[src/rtl/regfile_mp.sv]
// Multi-port GPR file with an integrated busy scoreboard; x0 reads as zero and is never busy.
// Optional same-cycle write-to-read forwarding is enabled by defining REGFILE_BYPASS_EN.
module regfile_mp #(
    parameter int unsigned DATA_W   = 32,
    parameter int unsigned NUM_REGS = 32,
    parameter int unsigned ADDR_W   = $clog2(NUM_REGS),
    parameter int unsigned NUM_RD   = 2,
    parameter int unsigned NUM_WR   = 1
) (
    input  logic                     clk_i,
    input  logic                     rst_ni,
    input  logic [NUM_RD*ADDR_W-1:0] rd_addr_i,
    output logic [NUM_RD*DATA_W-1:0] rd_val_o,
    output logic [NUM_RD-1:0]        rd_busy_o,
    input  logic [NUM_WR-1:0]        wr_en_i,
    input  logic [NUM_WR*ADDR_W-1:0] wr_addr_i,
    input  logic [NUM_WR*DATA_W-1:0] wr_val_i,
    input  logic                     iss_en_i,
    input  logic [ADDR_W-1:0]        iss_addr_i,
    output logic                     any_busy_o
);

    logic [DATA_W-1:0]   gpr [NUM_REGS];
    logic [NUM_REGS-1:0] busy;
    logic [ADDR_W-1:0]   ra;
    logic [ADDR_W-1:0]   wa;

    // Later non-blocking assignments win: highest write port beats lower ones,
    // and an issue set beats a writeback clear on the same register.
    always_ff @(posedge clk_i or negedge rst_ni) begin
        if (!rst_ni) begin
            gpr  <= '{default: '0};
            busy <= '0;
        end else begin
            for (int unsigned j = 0; j < NUM_WR; j++) begin
                if (wr_en_i[j] && (wr_addr_i[j*ADDR_W +: ADDR_W] != '0)) begin
                    gpr[wr_addr_i[j*ADDR_W +: ADDR_W]]  <= wr_val_i[j*DATA_W +: DATA_W];
                    busy[wr_addr_i[j*ADDR_W +: ADDR_W]] <= 1'b0;
                end
            end
            if (iss_en_i && (iss_addr_i != '0)) begin
                busy[iss_addr_i] <= 1'b1;
            end
        end
    end

    always_comb begin
        rd_val_o  = '0;
        rd_busy_o = '0;
        ra        = '0;
        wa        = '0;
        for (int unsigned k = 0; k < NUM_RD; k++) begin
            ra = rd_addr_i[k*ADDR_W +: ADDR_W];
            rd_val_o[k*DATA_W +: DATA_W] = gpr[ra];
            rd_busy_o[k]                 = busy[ra];
`ifdef REGFILE_BYPASS_EN
            for (int unsigned j = 0; j < NUM_WR; j++) begin
                wa = wr_addr_i[j*ADDR_W +: ADDR_W];
                if (wr_en_i[j] && (wa == ra) && (ra != '0)) begin
                    rd_val_o[k*DATA_W +: DATA_W] = wr_val_i[j*DATA_W +: DATA_W];
                    rd_busy_o[k]                 = 1'b0;
                end
            end
`endif
        end
    end

    assign any_busy_o = |busy;

endmodule

[config.mk]
export PLATFORM = sky130hd
export DESIGN_NAME = regfile_mp
export DESIGN_NICKNAME = d
export VERILOG_FILES = /design/src/rtl/regfile_mp.sv
export SDC_FILE = /design/constraint.sdc
export NUM_CORES = 2
export LEC_CHECK = 0
export BUFFER_PORTS_ARGS = -buffer_cell sky130_fd_sc_hd__buf_4
export CAP_MARGIN = 20
export CORE_MARGIN = 8
export CORE_UTILIZATION = 55
export DETAILED_ROUTE_END_ITERATION = 7
export PLACE_DENSITY_LB_ADDON = 0.2
export SETUP_SLACK_MARGIN = 0.2
export SLEW_MARGIN = 5
export SYNTH_ARGS = -nofsm -noshare
export SYNTH_HDL_FRONTEND = slang
export SYNTH_SLANG_ARGS = --single-unit
[constraint.sdc]
create_clock -name clk_i -period 1.6 [get_ports clk_i]
set_input_delay 0.08 -clock clk_i [delete_from_list [all_inputs] [get_ports clk_i]]
set_output_delay 0.08 -clock clk_i [all_outputs]
set_load 0.02 [all_outputs]
# Word-level counts from Yosys, hierarchy flattened
# Cells that the tools add are included.
totals:
  reg_bits: 1056
  output_inout_bits: 67
  inputBits: 56
op_classes:
  bitwise: 6
  n_lt_le_gt_ge: 10
  muxes: 19
  reduce_logical: 8
ops:
  columns: ["operator", "n"]
  rows:
  - ["bitwise mux 1024 bit", 1]
  - ["binary-select mux 32 bit (select 5 bit)", 2]
  - ["two-way mux 32 bit", 7]
  - ["demux 32 bit (select 5 bit)", 1]
  - ["bitwise AND 32 bit", 1]
  - ["inverter 32 bit", 1]
  - ["OR 32 bit", 1]
  - ["OR reduction 32 bit", 1]
  - ["less-than comparator 5 x 6 -> 1 bit, second input constant", 4]
  - [">= comparator 6 bit, second input constant", 3]
  - ["inverter 5 -> 6 bit", 3]
  - ["binary-select mux 1 bit (select 5 bit)", 2]
  - ["demux 1 bit (select 5 bit)", 2]
  - [">= comparator 5 x 1 -> 1 bit, second input constant", 2]
  - ["nonzero test 5 bit", 2]
  - ["less-than comparator 6 x 1 -> 1 bit, second input constant", 1]
  - ["logical AND 1 bit", 5]
  - ["two-way mux 1 bit", 4]

# Longest topological paths before layout
logic_depth:
  ltp_word: 9
  ltp_mapped: 8
  mapped_depth_nobuf: 5

# Least setup slack after synthesis
# Ideal clock, no wire load.
synth_path:
  kind: "input to register"
  from: "input port wr_addr_i[0]"
  to: "register gpr[546] (netlist name)"
  n_path_buf: 3
  setup_time_ns: 0.125
  arrival_time_ns: 1.384
  cell_stages: 6
  setup_slack_ns: 0.091
  path_cell_list: "buf_2 or2_0 clkbuf_1 nor3_4 buf_6 mux2_2"
synth_via:
  elab_chain_len: 6
  word_cells_on_any_way: 9
synth_lines:
  columns: ["element", "line", "source"]
  rows:
  - ["start: declaration", "16", "input logic [NUM_WR*ADDR_W-1:0] wr_addr_i,"]
  - ["inverter 5 -> 6 bit (not written as such)", "37", "gpr[wr_addr_i[j*ADDR_W +: ADDR_W]] <= wr_val_i[j*DATA_W +: DATA_W];"]
  - [">= comparator 6 bit (not written as such) / less-than comparator 6 x 1 -> 1 bit (equally long branches)", "37", null]
  - ["logical AND 1 bit (not written as such)", "37", null]
  - ["two-way mux 32 bit (not written as such)", "37", null]
  - ["demux 32 bit (select 5 bit)", "37", null]
  - ["bitwise mux 1024 bit", "37", null]
  - ["end signal: indexed assignment", "37", null]
  - ["end: declaration", "23", "logic [DATA_W-1:0] gpr [NUM_REGS];"]
# Parallel ways exist; a longest one is shown, timed or not.
# A chain may end at the register's enable or synchronous reset.

# Final worst setup path
layout_path:
  from: "register gpr[819] (netlist name)"
  to: "output port rd_val_o[51]"
layout_via:
  elab_chain_len: 3
layout_lines:
  columns: ["element", "line", "source"]
  rows:
  - ["binary-select mux 32 bit (select 5 bit)", "54", "rd_val_o[k*DATA_W +: DATA_W] = gpr[ra];"]
  - ["two-way mux 32 bit (not written as such) (2 in a row)", "54", null]
  - ["end: declaration", "13", "output logic [NUM_RD*DATA_W-1:0] rd_val_o,"]
# No other way between the ends. The select of a mux whose other input is x is not followed.

==> results.sh <==
export IMPL_h_tree_depth=3
export IMPL_async_reset_ff_frac=1.00
export IMPL_dr_pass1_iters=6
export IMPL_combinationalPowerShare=0.221
export IMPL_syn_inst=4814
export IMPL_rows=118
export IMPL_swShare=0.293
export IMPL_portBuffers=122
export IMPL_worstPathArrival_ns=2.19
export IMPL_cts_buffer_depth=3
export IMPL_grt_pass1_vias=44183
export IMPL_ant_nets=0
export IMPL_fill_cells=7489
export IMPL_setup_viol=67
export IMPL_critPathMaxFanout=2
export IMPL_crit_start="gpr[819]"
export IMPL_start_kind="register"
export IMPL_die_area_mm2=0.115
export IMPL_slew_viol_final=0
export IMPL_power_leakage_nw=33.6
export IMPL_postRouteWirelength_mm=188
export IMPL_violations="setup timing"
export IMPL_p_sw_mw=23.5
export IMPL_yosysTopAreaCell="dfrtp_1"
export IMPL_grt_ovfl_total=0
export IMPL_finalSetupTns_ns=-35.91
export IMPL_maxCapViolations=0
export IMPL_cts_tree="built"
export IMPL_drive_gt1_frac=0.388
export IMPL_clockPowerShare=0.330
export IMPL_cts_clk_slew_worst_paths_ns=0.06
export IMPL_synth_top_area_share=0.460
export IMPL_path_class="register to primary output"
export IMPL_p_int_mw=56.7
export IMPL_synth_seq_cells=1056
export IMPL_required_ns=1.52
export IMPL_die_w_um=339
export IMPL_vias=43119
export IMPL_synth_area_leaders="dfrtp_1 46%, mux2_2 19%, mux2i_1 18%"
export IMPL_fin_crit_sh=1.42
export IMPL_yosysUniqueCellTypes=40
export IMPL_fin_worst_skew_ns=0
export IMPL_numCtsBuffers=112
export IMPL_synth_nets=4870
export IMPL_synth_area_mm2=0.0575
export IMPL_dr_first_iter_drc_count=3844
export IMPL_layout_common_cells="1054 x mux2i_1, 1054 x dfrtp_1, 947 x mux2_2"
export IMPL_yosysWarnings=0
export IMPL_insertion_delay_ns=0.70
export IMPL_vdd_drop_max_v=0.000915
export IMPL_rsz0062_at_grt="yes"
export IMPL_io_pins=123
export IMPL_crit_path_end_kind="primary output"
export IMPL_holdCritPathClass="primary input to asynchronous set/reset pin"
export IMPL_slew_headroom=0.465
export IMPL_finalHoldViolations=0
export IMPL_antenna_found_initial=0
export IMPL_root_buffer="clkbuf_16"
export IMPL_synth_avg_cell_area_um2=11.9
export IMPL_period_minus_slack_ns=2.27
export IMPL_wl_per_cell_um=28.4
export IMPL_track_usage=0.318
export IMPL_core_area_mm2=0.104
export IMPL_power_per_cell_area_mw_per_mm2=1140
export IMPL_fmax_mhz=441
export IMPL_die_y_um=339
export IMPL_synth_edf_count=0
export IMPL_timing_rr_start="busy[11]"
export IMPL_yosysSeqAreaShare=0.460
export IMPL_hpwl_mm=123
export IMPL_grt_pass1_wl_mm=284
export IMPL_viasPerCell=6.52
export IMPL_syn_to_final_growth_pct=22.6
export IMPL_start_util=0.555
export IMPL_timing_hold_ws_ns=0.0995
export IMPL_seq_power_share=0.448
export IMPL_tightest_slew_ns=0.800
export IMPL_outcome="finished with violations"
export IMPL_fin_ws_ns=-0.667
export IMPL_grt_start_max_net_pins=90
export IMPL_cts_sinks=1056
export IMPL_place_gp_congestion=0.921
export IMPL_route_detailed_drc=0
export IMPL_nNetsFinal=5196
export IMPL_synth_top_flop_cell="dfrtp_1"
[worst paths after layout]
check / endpoint / slack, ns / cells past startpoint
setup / recovery: rd_val_o[51] / -0.67 / 8
min in group clk_i: busy[12] / 0.16 / 5
hold reg to reg: gpr[1010] / 0.40 / 0
max in group asynchronous: gpr[712] / 0.31 / 3
hold / removal: gpr[220] / 0.1 / 3
setup reg to reg: busy[11] / 0.27 / 2
[through the flow]
step / setup slack [ns] / instances / utilization / total power, mW / area [um2]
final: -0.667 / 6612 / 0.680 / 80.2 / 70500
after CTS: -0.718 / 6604 / 0.678 / 80.2 / 70300
after global routing: -0.739 / 6609 / 0.680 / 83.5 / 70500
after global placement: -0.325 / 6354 / 0.628 / 52.2 / 65100
after floorplan: 0.113 / 4814 / - / 46.7 / 57900
after detailed placement: -0.334 / 6354 / 0.628 / 53.0 / 65100
[area by class of cell]
type	count	area [um2]	share of cell area
Clock buffer	162	3310	0.0470
Tap cell	1380	1730	0.0245
Multi-Input combinational cell	3247	30000	0.426
Sequential cell	1056	26400	0.375
Inverter	12	45.0	0.000639
Antenna cell	3	7.51	0.000107
Clock inverter	41	418	0.00593
Timing Repair Buffer	711	8510	0.121
[power groups by stage]
stage                     Sequential (mW)  Combinational, mW  Clock [mW]
after floorplan                      35.0               11.7           0
after global placement               35.9               16.3           0
after detailed placement             36.2               16.8           0
after CTS                            35.8               17.6        26.8
after global routing                 36.6               19.0        27.8
final                                36.0               17.8        26.5
[cells in the mapped netlist, types with 2 or more instances]
library cell  instances
a21oi_1             198
a22o_1              141
a22oi_1             198
a31oi_1              66
a32o_1                4
and2_1                3
and2b_1               2
and3_1                2
buf_1                23
buf_2               174
buf_4                54
buf_6                 3
clkbuf_1            245
dfrtp_1            1056
inv_1                12
mux2_1                6
mux2_2              986
mux2i_1            1054
nand2_1             231
nand2b_1              8
nand3_1             207
nand4_1               3
nor2_1               10
nor2_2                8
nor2b_1              11
nor3_1               67
nor3_2                2
nor3_4                2
nor4_1                8
o211ai_1              2
o21ai_0               6
o22ai_1              11
or2_2                 4
[timing repair]
| action | CTS | global route |
|---|---|---|
| pin swaps | 119 | 90 |
| gates resized for setup | 185 | 35 |
| hold buffers | 45 | 0 |
| setup endpoints to repair | 67 | 71 |
| endpoints found under the hold margin | 2079 | 0 |
| buffers inserted | 2 | 5 |
[critical path, cell delays in order, from the launching register on]
cell,delay (ns)
dfrtp_1,0.41
buf_6,0.13
mux2i_1,0.14
a22o_1,0.18
nor3_2,0.07
a31oi_2,0.19
buf_4,0.16
nand3_4,0.06
buf_6,0.15
[layer usage]
layer | GRT usage | up-vias | share of wire
li1 | - | 18398 | -
met1 | 0.445 | 22358 | 0.43
met2 | 0.494 | 1845 | 0.45
met3 | 0.0506 | 518 | 0.073
met4 | 0.126 | 0 | 0.044
met5 | 0 | - | 0
[registers in the layout, summed over array words and instances, names as in the netlist]
name	cells
gpr	1024
busy	32
[cells by family (layout without fill, tap and decap cells)]
family | Yosys count | after routing | share of synthesized area
buffers and inverters | 511 | 926 | 0.0411
multiplexers | 2046 | 2046 | 0.378
flip-flops | 1056 | 1056 | 0.460
AND/OR/NAND/NOR | 574 | 574 | 0.0468
AO/OA/AOI/OAI | 627 | 627 | 0.0746
other | 0 | 3 | 0
No activity file was read; power rests on OpenSTA's default activity.
